$ cat src/rtl/multicycle_ctrl.sv
// Multi-cycle control sequencer for the single-cycle datapath.
// Holds the instruction register and steps each instruction through 3-5 states.
//
//   state  | meaning
//   FETCH  | latch instr into IR, no strobes
//   DECODE | classify IR, flag illegal encodings
//   EXEC   | branch resolves and retires here; ALU/mem ops move on
//   MEM    | store writes RAM and retires; load waits for read data
//   WB     | register-file write, retire
//   NOP    | illegal instruction retired as no-op (HALT_ON_ILLEGAL = 0)
//   TRAP   | illegal instruction, frozen until reset (HALT_ON_ILLEGAL = 1)
module multicycle_ctrl #(
    parameter bit HALT_ON_ILLEGAL = 1'b1,
    parameter int CNT_W           = 32
) (
    input  logic             clk,
    input  logic             reset,
    input  logic [31:0]      instr,
    input  logic [3:0]       status,
    input  logic             stall,
    output logic             pc_en,
    output logic             pcsrc,
    output logic             alusrc,
    output logic [3:0]       aluop,
    output logic             mrw,
    output logic             wb,
    output logic             regrw,
    output logic [1:0]       immgen_ctrl,
    output logic             illegal,
    output logic [CNT_W-1:0] cycle_cnt,
    output logic [CNT_W-1:0] instret_cnt
);

    localparam logic [6:0] OP_R  = 7'b0110011;
    localparam logic [6:0] OP_I  = 7'b0010011;
    localparam logic [6:0] OP_LD = 7'b0000011;
    localparam logic [6:0] OP_ST = 7'b0100011;
    localparam logic [6:0] OP_BR = 7'b1100011;

    typedef enum logic [2:0] {
        S_FETCH, S_DECODE, S_EXEC, S_MEM, S_WB, S_NOP, S_TRAP
    } state_t;

    state_t      state, state_nx;
    logic [31:0] ir;

    logic        dec_legal, dec_alusrc, dec_wb;
    logic        is_load, is_store, is_branch;
    logic [3:0]  dec_aluop;
    logic [1:0]  dec_imm;
    logic        taken;
    logic        dec_vis, dec_en;
    logic        pc_en_s, mrw_s, regrw_s, pcsrc_s;

    logic        is_r;
    logic [2:0]  f3;
    logic        f7b;

    assign is_r = (ir[6:0] == OP_R);
    assign f3   = ir[14:12];
    assign f7b  = ir[30];

    always_comb begin
        dec_legal  = 1'b0;
        dec_aluop  = 4'b0000;
        dec_alusrc = 1'b0;
        dec_imm    = 2'b00;
        dec_wb     = 1'b0;
        is_load    = 1'b0;
        is_store   = 1'b0;
        is_branch  = 1'b0;
        case (ir[6:0])
            OP_R, OP_I: begin
                dec_alusrc = !is_r;
                dec_wb     = 1'b1;
                dec_legal  = 1'b1;
                case (f3)
                    3'b000:  dec_aluop = (is_r && f7b) ? 4'b0001 : 4'b0000;
                    3'b111:  dec_aluop = 4'b0010;
                    3'b110:  dec_aluop = 4'b0011;
                    3'b100:  dec_aluop = 4'b0100;
                    3'b001: begin
                        dec_aluop = 4'b0101;
                        dec_legal = !f7b;
                    end
                    3'b101:  dec_aluop = f7b ? 4'b0111 : 4'b0110;
                    3'b010: begin
                        // SLTI has an immediate in bit 30; only SLT checks funct7
                        dec_aluop = 4'b1000;
                        dec_legal = !(is_r && f7b);
                    end
                    default: dec_legal = 1'b0;
                endcase
            end
            OP_LD: begin
                dec_legal  = (f3 == 3'b010);
                dec_alusrc = 1'b1;
                is_load    = 1'b1;
            end
            OP_ST: begin
                dec_legal  = (f3 == 3'b010);
                dec_alusrc = 1'b1;
                dec_imm    = 2'b01;
                dec_wb     = 1'b1;
                is_store   = 1'b1;
            end
            OP_BR: begin
                dec_legal = (f3 == 3'b000) || (f3 == 3'b001) ||
                            (f3 == 3'b100) || (f3 == 3'b101);
                dec_aluop = 4'b0001;
                dec_imm   = 2'b10;
                dec_wb    = 1'b1;
                is_branch = 1'b1;
            end
            default: dec_legal = 1'b0;
        endcase
        if (!dec_legal) begin
            dec_aluop  = 4'b0000;
            dec_alusrc = 1'b0;
            dec_imm    = 2'b00;
            dec_wb     = 1'b0;
            is_load    = 1'b0;
            is_store   = 1'b0;
            is_branch  = 1'b0;
        end
    end

    // status = {N, Z, C, V}
    always_comb begin
        case (f3)
            3'b000:  taken = status[2];
            3'b001:  taken = !status[2];
            3'b100:  taken = status[3] ^ status[0];
            3'b101:  taken = !(status[3] ^ status[0]);
            default: taken = 1'b0;
        endcase
    end

    always_comb begin
        state_nx = state;
        dec_vis  = 1'b0;
        pc_en_s  = 1'b0;
        mrw_s    = 1'b0;
        regrw_s  = 1'b0;
        pcsrc_s  = 1'b0;
        case (state)
            S_FETCH:  state_nx = S_DECODE;
            S_DECODE: begin
                dec_vis = 1'b1;
                if (!dec_legal)
                    state_nx = HALT_ON_ILLEGAL ? S_TRAP : S_NOP;
                else
                    state_nx = S_EXEC;
            end
            S_EXEC: begin
                dec_vis = 1'b1;
                if (is_branch) begin
                    pc_en_s  = 1'b1;
                    pcsrc_s  = taken;
                    state_nx = S_FETCH;
                end else if (is_load || is_store) begin
                    state_nx = S_MEM;
                end else begin
                    state_nx = S_WB;
                end
            end
            S_MEM: begin
                dec_vis = 1'b1;
                if (is_store) begin
                    mrw_s    = 1'b1;
                    pc_en_s  = 1'b1;
                    state_nx = S_FETCH;
                end else begin
                    state_nx = S_WB;
                end
            end
            S_WB: begin
                dec_vis  = 1'b1;
                regrw_s  = 1'b1;
                pc_en_s  = 1'b1;
                state_nx = S_FETCH;
            end
            S_NOP: begin
                pc_en_s  = 1'b1;
                state_nx = S_FETCH;
            end
            S_TRAP:   state_nx = S_TRAP;
            default:  state_nx = S_FETCH;
        endcase
    end

    always_ff @(posedge clk) begin
        if (reset) begin
            state       <= S_FETCH;
            ir          <= '0;
            cycle_cnt   <= '0;
            instret_cnt <= '0;
            illegal     <= 1'b0;
        end else if (!stall) begin
            state     <= state_nx;
            cycle_cnt <= cycle_cnt + CNT_W'(1);
            if (state == S_FETCH)
                ir <= instr;
            if (pc_en_s)
                instret_cnt <= instret_cnt + CNT_W'(1);
            if (state == S_DECODE && !dec_legal)
                illegal <= 1'b1;
        end
    end

    // Strobes drop while stalled; the held state re-issues them afterwards
    assign dec_en      = dec_vis & ~reset;
    assign pc_en       = pc_en_s & ~stall & ~reset;
    assign mrw         = mrw_s & ~stall & ~reset;
    assign regrw       = regrw_s & ~stall & ~reset;
    assign pcsrc       = pcsrc_s & ~reset;
    assign aluop       = dec_aluop & {4{dec_en}};
    assign alusrc      = dec_alusrc & dec_en;
    assign wb          = dec_wb & dec_en;
    assign immgen_ctrl = dec_imm & {2{dec_en}};

endmodule

$ cat config.mk
export PLATFORM = sky130hd
export DESIGN_NAME = multicycle_ctrl
export DESIGN_NICKNAME = d
export VERILOG_FILES = /design/src/rtl/multicycle_ctrl.sv
export SDC_FILE = /design/constraint.sdc
export NUM_CORES = 1
export LEC_CHECK = 0
export BUFFER_PORTS_ARGS = -buffer_cell sky130_fd_sc_hd__clkbuf_2
export CAP_MARGIN = 20
export CORE_ASPECT_RATIO = 1.4
export CORE_MARGIN = 1
export CORE_UTILIZATION = 40
export CTS_CLUSTER_DIAMETER = 50
export DETAILED_ROUTE_END_ITERATION = 16
export HOLD_SLACK_MARGIN = 0.02
export PLACE_DENSITY = 0.64
export SETUP_SLACK_MARGIN = 0.15
export SYNTH_ARGS = -nofsm -noshare
export SYNTH_HDL_FRONTEND = slang
export SYNTH_SLANG_ARGS = --single-unit
$ cat constraint.sdc
create_clock -name clk -period 2.2 [get_ports clk]
set_input_delay 0.33 -clock clk [delete_from_list [all_inputs] [get_ports clk]]
set_output_delay 0.33 -clock clk [all_outputs]
set_load 0.01 [all_outputs]
Word level (Yosys, flattened, before mapping)
Cells that the tools add are included.

Eq/ne operators: 17. Reduce and logical (&&, ||, !) cells: 23. Add/subtract/negate cells: 2. Multiplexer cells: 33. Bitwise gates (word level): 15.

Operators by type and width (number): adder 32 x 1 -> 32 bit (second input constant) (2); case mux 4 bit (7 select lines) (1); equality test 3 bit (second input constant) (7); two-way mux 1 bit (18); case mux 3 bit (5 select lines) (1); equality test 7 x 6 -> 1 bit (second input constant) (2); two-way mux 3 bit (4); bitwise AND 1 bit (10); equality test 3 x 2 -> 1 bit (second input constant) (3); case mux 1 bit (3 select lines) (3); case mux 4 bit (2 select lines) (1); OR reduction 4 bit (2); equality test 7 x 2 -> 1 bit (second input constant) (1); equality test 7 x 5 -> 1 bit (second input constant) (1); equality test 7 bit (second input constant) (1); equality test 3 x 1 -> 1 bit (second input constant) (2); zero test 1 bit (6); zero test 3 bit (2); AND reduction 2 bit (3); OR reduction 2 bit (3); OR reduction 5 bit (1); bitwise AND 4 bit (1); logical OR 1 bit (4); two-way mux 4 bit (1); other kinds (8) (10).

Logic and storage cells: 95. Bits in registers: 99.

Depth between registers and ports, before layout
Gate-level depths: netlist of the first run.

Depth in word-level cells: 10. Mapped depth: 9.

Least setup slack after synthesis of the first run
No wires, ideal clock.

Kind: register to output. Start point: reg state[1]. End point: out pc_en. Arrival: 1708 ps. Stages on the path, launching flop included: 9. Required time: 1870 ps. Setup slack: 162 ps. Cells stage by stage: dfxtp_1 inv_1 ha_1 nor2_1 and2_1 a31oi_4 buf_2 buf_4 nor2_1.

Word-level cells in the longest chain between the ends: 5. Elaborated cells on any way between the ends: 8. Classes of those cells: eq/ne: 4; mux: 1; bitwise: 2; reduce/logical: 1.

Ends and longest elaborated chain: from (decl) (RTL line 44) `state_t state, state_nx;`; from (signal assigned) (RTL line 200) `state <= state_nx;`; equality test 3 bit (RTL line 146) `case (state)`; OR reduction 2 bit (no source line); case mux 1 bit (3 select lines) * (RTL line 146); bitwise AND 1 bit * (2 in a row) (RTL line 213) `assign pc_en = pc_en_s & ~stall & ~reset;`; to (decl) (RTL line 21) `output logic pc_en,`.

Mark *: on every way between the ends. The rest lies on a longest branch, timed or not.

Final worst setup path of the first run
Start point: reg ir[0]. End point: out aluop[0].

Word-level cells in the longest chain between the ends: 7. Elaborated cells on any way between the ends: 16. Classes of those cells: eq/ne: 5; mux: 6; bitwise: 1; reduce/logical: 4.

Ends and longest elaborated chain: from (decl) (RTL line 45) `logic [31:0] ir;`; from (signal assigned) (RTL line 203) `ir <= instr;`; equality test 7 x 6 -> 1 bit (RTL line 59, 72); logical AND 1 bit (RTL line 78, 90); two-way mux 1 bit / zero test 1 bit (equally long branches) (RTL line 78, 90); case mux 4 bit (7 select lines) / case mux 1 bit (3 select lines) (equally long branches) (RTL line 77) `case (f3)`; case mux 4 bit (2 select lines) / case mux 1 bit (3 select lines) (equally long branches) (RTL line 72) `case (ir[6:0])`; two-way mux 4 bit * (RTL line 117) `if (!dec_legal) begin`; bitwise AND 4 bit * (RTL line 217) `assign aluop = dec_aluop & {4{dec_en}};`; to (decl) (RTL line 24) `output logic [3:0] aluop,`.

Marked as above.

==> results.tsv, run 1 <==
stage	metric	value	unit
status	status	finished with violations	
status	violations	negative setup slack	
pwr	switching_share	22.11	%
pwr	p_seq_share	46.9	%
setup_path	end_kind	output pin	
pwr	p_comb_share	6.6	%
clocking	clk_pin_slew_worst_paths	0.06	ns
sta	tightest_slew	0.5661	ns
sta	relSlewSlack	62.26	%
sta	hold_viol	0	
sta	fin_crit	2.257	ns
cells_and_area	fin_util	53.70	%
logic_synthesis	ys.flop_type	dfxtp_1	
floorplanning	rows	42	
placed_design	dp.cells	723	
sta	setup_viol	4	
cells_and_area	multiInputGateArea	2327	um^2
setup_path	r2r-end	instret_cnt[18]	
logic_synthesis	avgSynthCellArea	8.041	um^2
sta	period_share	102.6	%
cells_and_area	fillers	921	
global_route	grt_max_degree	52	
sta	layout_setup_ws	-0.05675	ns
floorplanning	die_area	10440	um^2
pwr	p_leak	1.979	nW
setup_path	cp_max_fo	5	
sta	fin_worst_skew	0.006263	ns
pwr	peakVddDrop	0.4277	mV
setup_path	start_kind	flip-flop	
clocking	cts_buffers	9	
clocking	hold_buffers	0	
setup_path	worst-path-stages	6	
setup_path	r2r-start	state[0]	
detailed_routing	vias	4003	
cells_and_area	fin_cells	745	
detailed_routing	drt_iter0_markers	143	
floorplanning	die_h	120.5	um
cells_and_area	final_cell_mix	clkbuf_2 (90), dfxtp_1 (71), a21oi_1 (55), nand2_1 (50), nor2_1 (45)	
detailed_routing	drt-total-wl	9748	um
logic_synthesis	ys_ff_latch	79	
floorplanning	die_x	86.65	um
logic_synthesis	synthesis.area	4013	um^2
logic_synthesis	synth_area_leaders	dfxtp_1 (39%), a21oi_1 (6.9%), nand2_1 (4.8%), nor2_1 (4.4%), xnor2_1 (3.9%)	
logic_synthesis	async_reset_ff_share	0	%
cells_and_area	nets	651	
detailed_routing	post-route-drc-count	0	
cells_and_area	layout-drive-gt1-share	27.24	%
placed_design	place_congestion	0.8596	
pwr	clkPwrFrac	46.5	%
clocking	clock-root-buffer	clkbuf_16	
global_route	grt_pass1_wl	16460	um
clocking	clk_path_buf_depth	2	
sta	rsz0062_at_grt	true	
placed_design	dp_hpwl	7036	um
logic_synthesis	syn_nets	541	
floorplanning	coreArea	9617	um^2
logic_synthesis	postSynthCellCount	499	
setup_path	reg2reg_depth	6	
detailed_routing	avgRoutedWirePerCell	13.08	um
setup_path	worstPathRequired	1.87	ns
worst_hold_path	min_to	ir[14]	
floorplanning	ios	116	
setup_path	cp_cell_sequence	or4bb_4 > nor2_4 > nand2_4 > o21bai_1 > a21oi_1 > buf_2	
worst_hold_path	worstHoldPathType	input pin to flip-flop	
clocking	cts.htree.levels	3	
sta	slew_viol_final	0	
setup_path	path_delay_family	simple AND/OR/NAND/NOR gates	
clocking	numClockSinks	79	
logic_synthesis	synth_largest_area_cell	dfxtp_1	
pwr	p_sw	0.0007036	W
worst_hold_path	hold_path_startpoint	instr[14]	
detailed_routing	ant_nets	0	
run	maxCapViolCount	0	
global_route	antenna_found_initial	0	
cells_and_area	regArea	1599	um^2
setup_path	cp_num_buf_inv	1	
setup_path	crit_path_max_incr_delay	0.56	ns
cells_and_area	layout_commonest_cell	clkbuf_2	
setup_path	crit_slowest_cell	or4bb_4	
detailed_routing	vias_per_cell	5.373	
logic_synthesis	ys_seq_area_share	39.41	%
global_route	grt_util_all_layers	19.43	%
global_route	overflow	0	
placed_design	io_buffer_count	93	
setup_path	worst-setup-path-type	flip-flop to output pin	
logic_synthesis	synth_edf_count	0	
global_route	grt_pass1_vias	3692	
cells_and_area	diodes	0	
setup_path	crit_arrival	1.93	ns
clocking	cts_tree	built	
sta	max_freq	443.1	MHz
logic_synthesis	synth_top_area_share	39.41	%
floorplanning	initial_core_util	41.73	%
clocking	clkLatencyLatePin	0.33	ns
detailed_routing	dr.pass1.iters	5	
worst_hold_path	min_path_cells	3	
logic_synthesis	yosysUniqueCellTypes	51	
pwr	power.density	616.2	nW/um^2
logic_synthesis	yosys_warnings	0	
cells_and_area	area_growth	28.69	%
setup_path	ff2ff_setup_slack	0.15	ns
pwr	intPower	0.002478	W
[kinds of logic (layout without fill, tap and decap cells)]
logic type / after synthesis / after routing / share of synthesized area (%)
buffers and inverters: 40 / 154 / 4.428
adder cells (fa/ha/maj): 3 / 3 / 0.9356
multiplexers: 2 / 2 / 0.4989
XOR/XNOR: 28 / 28 / 6.112
AND/OR/NAND/NOR: 237 / 237 / 32.71
AO/OA/AOI/OAI: 110 / 110 / 15.90
flip-flops: 79 / 79 / 39.41
[what timing repair did]
action                                 in CTS  in global routing
setup endpoints to repair                  23                 25
endpoints found under the hold margin       0                  0
buffers inserted                            3                  4
pin swaps                                   6                  2
gates resized for setup                    25                  6
[cell type report]
class	instances	share of cell area [%]
Inverter	15	1.090
Sequential cell	79	30.97
Clock buffer	11	4.895
Clock inverter	4	0.8723
Timing Repair Buffer	124	13.91
Multi-Input combinational cell	380	45.07
Tap cell	132	3.198
[worst register-to-register path: stages (launching register included)]
cell	delay, ns
dfxtp_1	0.47
nor2b_1	0.26
a32o_2	0.27
a31oi_4	0.12
buf_12	0.19
or4_1	0.51
a21oi_1	0.16
[synth_stat cells, types with 15 or more instances]
library cell,instances
dfxtp_1,79
a21oi_1,55
nor2_1,47
or3_1,17
nand3_1,20
nand4_1,16
clkbuf_1,16
nand2_1,51
o21ai_0,16
inv_1,15
o31ai_1,15
xnor2_1,18
[sequential cells by signal (all words and copies together) (netlist names)]
register     flops
cycle_cnt       32
instret_cnt     32
ir              11
state            3
illegal          1
[metrics by stage]
| stage | instance area, um^2 | TNS [ns] | hold slack, ns | power (W) | setup WS [ns] |
|---|---|---|---|---|---|
| global route | 5164 | -0.7632 | 0.2121 | 0.003314 | -0.1469 |
| global placement | 4715 | 0 | 0.4540 | 0.001698 | 0.1046 |
| detailed placement | 4715 | 0 | 0.4575 | 0.001704 | 0.01724 |
| floorplan | 4013 | 0 | 0.4399 | 0.001638 | 0.1620 |
| CTS | 5124 | -0.1950 | 0.2022 | 0.003219 | -0.04952 |
| finish | 5164 | -0.1443 | 0.2117 | 0.003182 | -0.05675 |
[power groups by stage]
stage | Sequential (W) | Combinational (W) | Clock, W
3_5_place_dp | 0.00152 | 0.000184 | 0
2_1_floorplan | 0.00151 | 0.000129 | 0
5_1_grt | 0.00150 | 0.000232 | 0.00159
6_report | 0.00149 | 0.000209 | 0.00148
4_1_cts | 0.00149 | 0.000202 | 0.00153
3_3_place_gp | 0.00152 | 0.000181 | 0
[worst max path at each step]
stage	to	slack [ns]	start
after CTS	aluop[2]	-0.05	ir[5]
after floorplan	pc_en	0.16	state[1]
after global placement	instret_cnt[17]	0.10	state[1]
final	aluop[0]	-0.06	ir[0]
after global routing	aluop[0]	-0.15	ir[0]
after detailed placement	instret_cnt[18]	0.02	state[1]
[layer usage]
metal	routed length, um	global-route usage (%)	vias up
met5	0	0	-
met4	216	8.542	0
met3	335	3.208	16
met2	4882	34.23	81
met1	4313	22.85	1857
li1	-	-	2049
No activity file was read; power rests on OpenSTA's default activity.
==> run 2, diff against run 1 <==
- HOLD_SLACK_MARGIN: 0.02 -> 0.08
- REMOVE_ABC_BUFFERS: not set -> 1
- clock period: 2.2 -> 2.8 ns (I/O delays scaled with it)
==> results.tsv, run 2 (synthesis gave the netlist of run 1 again) <==
stage	metric	value	unit
setup_path	r2r-start	state[1]	
pwr	peakVddDrop	0.3526	mV
global_route	grt_util_all_layers	19.75	%
floorplanning	rows	42	
floorplanning	initial_core_util	41.73	%
setup_path	start_kind	flip-flop	
floorplanning	die_h	120.5	um
sta	fin_crit	2.478	ns
detailed_routing	drt_iter0_markers	164	
detailed_routing	dr.pass1.iters	4	
sta	relSlewSlack	50.88	%
cells_and_area	nets	628	
global_route	busiest_layer	met2	
sta	setup_viol	0	
pwr	power.density	488.1	nW/um^2
setup_path	startpoint	ir[12]	
sta	slew_viol_final	0	
detailed_routing	vias	3967	
clocking	postCtsSetupBuffers	0	
pwr	clkPwrFrac	45.2	%
setup_path	cp_max_fo	10	
pwr	p_sw	0.0005400	W
pwr	p_leak	1.809	nW
clocking	clock-root-buffer	clkbuf_16	
cells_and_area	layout_commonest_cell	clkbuf_2	
sta	max_freq	403.5	MHz
global_route	grt_pass1_wl	16550	um
placed_design	dp_hpwl	7115	um
cells_and_area	area_growth	21.67	%
sta	fin_worst_skew	0.006241	ns
clocking	cts_buffers	9	
global_route	antenna_found_initial	0	
sta	rsz0062_at_grt	false	
detailed_routing	ant_nets	0	
floorplanning	coreArea	9617	um^2
placed_design	place_ws	0.5264	ns
pwr	intPower	0.001843	W
detailed_routing	drt-total-wl	9818	um
floorplanning	die_x	86.65	um
placed_design	io_buffer_count	93	
floorplanning	ios	116	
cells_and_area	fin_util	50.77	%
global_route	grt_max_degree	54	
cells_and_area	layout-drive-gt1-share	21.32	%
floorplanning	die_area	10440	um^2
global_route	overflow	0	
sta	fin_setup_tns	0	ns
setup_path	end_kind	output pin	
detailed_routing	vias_per_cell	5.487	
sta	tightest_slew	0.7311	ns
global_route	grt_use_met1	22.74	%
sta	period_share	88.51	%
clocking	clk_pin_slew_worst_paths	0.05	ns
placed_design	place_congestion	0.8446	
worst_hold_path	hold_path_startpoint	instr[30]	
setup_path	worstPathRequired	2.38	ns
clocking	clkLatencyLatePin	0.33	ns
status	status	finished clean	
sta	hold_viol	0	
run	maxCapViolCount	0	
pwr	p_comb_share	5.6	%
global_route	use_met3	3.140	%
global_route	use_met2	34.77	%
detailed_routing	post-route-drc-count	0	
setup_path	worst-setup-path-type	flip-flop to output pin	
cells_and_area	final_cell_mix	clkbuf_2 (93), dfxtp_1 (78), a21oi_1 (55), nand2_1 (51), nor2_1 (46)	
clocking	numClockSinks	79	
pwr	switching_share	22.66	%
global_route	grt_pass1_vias	3665	
pwr	p_total	0.002383	W
setup_path	crit_arrival	2.06	ns
clocking	clk_path_buf_depth	2	
sta	layout_setup_ws	0.3217	ns
cells_and_area	reg_top3	cycle_cnt x32, instret_cnt x32, ir x11	
clocking	cts_tree	built	
pwr	p_seq_share	49.2	%
detailed_routing	avgRoutedWirePerCell	13.58	um
worst_hold_path	worstHoldPathType	input pin to flip-flop	
cells_and_area	diodes	0	
clocking	cts.htree.levels	3	
-- run 2: cell count changes in the layout (fill, tap and decap cells not counted), moves of 3 or more --
cell      before  now
buf_4         28    7
dfxtp_1       71   78
dfxtp_2        5    1
buf_2          3    0
clkbuf_2      90   93
dfxtp_4        3    0
-- run 2: per-stage QoR --
| stage | cell area, um^2 | std cells | hold slack, ns |
|---|---|---|---|
| after floorplan | 3891 | 474 | 0.4338 |
| after global placement | 4594 | 707 | 0.4527 |
| after detailed placement | 4594 | 707 | 0.4566 |
| after CTS | 4872 | 723 | 0.2996 |
| after global routing | 4882 | 723 | 0.3243 |
| final | 4882 | 723 | 0.3099 |
-- run 2: layout make-up --
type,instances,area (um^2)
inverter,15,56.30
tap,132,165.2
clock buffer,13,260.3
clock inverter,3,17.52
fill,946,4735
timing repair buffer,101,538.0
sequential,79,1583
multi-input combinational,380,2262
-- run 2: worst paths after layout --
check             cells past startpoint  slack, ns         endpoint
setup / recovery                      6       0.32           alusrc
hold / removal                        3       0.31           ir[30]
setup reg to reg                      8       0.60  instret_cnt[16]
hold reg to reg                       2       0.46            ir[2]
-- run 2: per-layer routing --
layer,part of all wire (%),routed length (um)
met2,51,4997
met4,2.6,259
met5,0,0
met1,43,4174
met3,3.9,386
-- run 2: power groups by stage --
| stage | Clock (W) | Combinational (W) | Sequential [W] |
|---|---|---|---|
| 2_1_floorplan | 0 | 0.0000714 | 0.00119 |
| 3_3_place_gp | 0 | 0.000131 | 0.00120 |
| 3_5_place_dp | 0 | 0.000134 | 0.00120 |
| 4_1_cts | 0.00111 | 0.000134 | 0.00117 |
| 5_1_grt | 0.00116 | 0.000153 | 0.00118 |
| 6_report | 0.00108 | 0.000134 | 0.00117 |
-- run 2: repair_timing --
| item | in CTS | in global routing |
|---|---|---|
| endpoints found under the hold margin | 0 | 0 |
| hold buffers | 0 | 0 |
| setup endpoints to repair | 0 | 7 |
| resized for setup | 0 | 3 |
-- run 2: worst max-delay path, stage by stage (launching register included) --
cell	delay, ns
dfxtp_1	0.41
a21o_1	0.19
a22o_1	0.20
a311oi_2	0.33
o21ai_1	0.18
a211oi_1	0.24
clkbuf_2	0.18
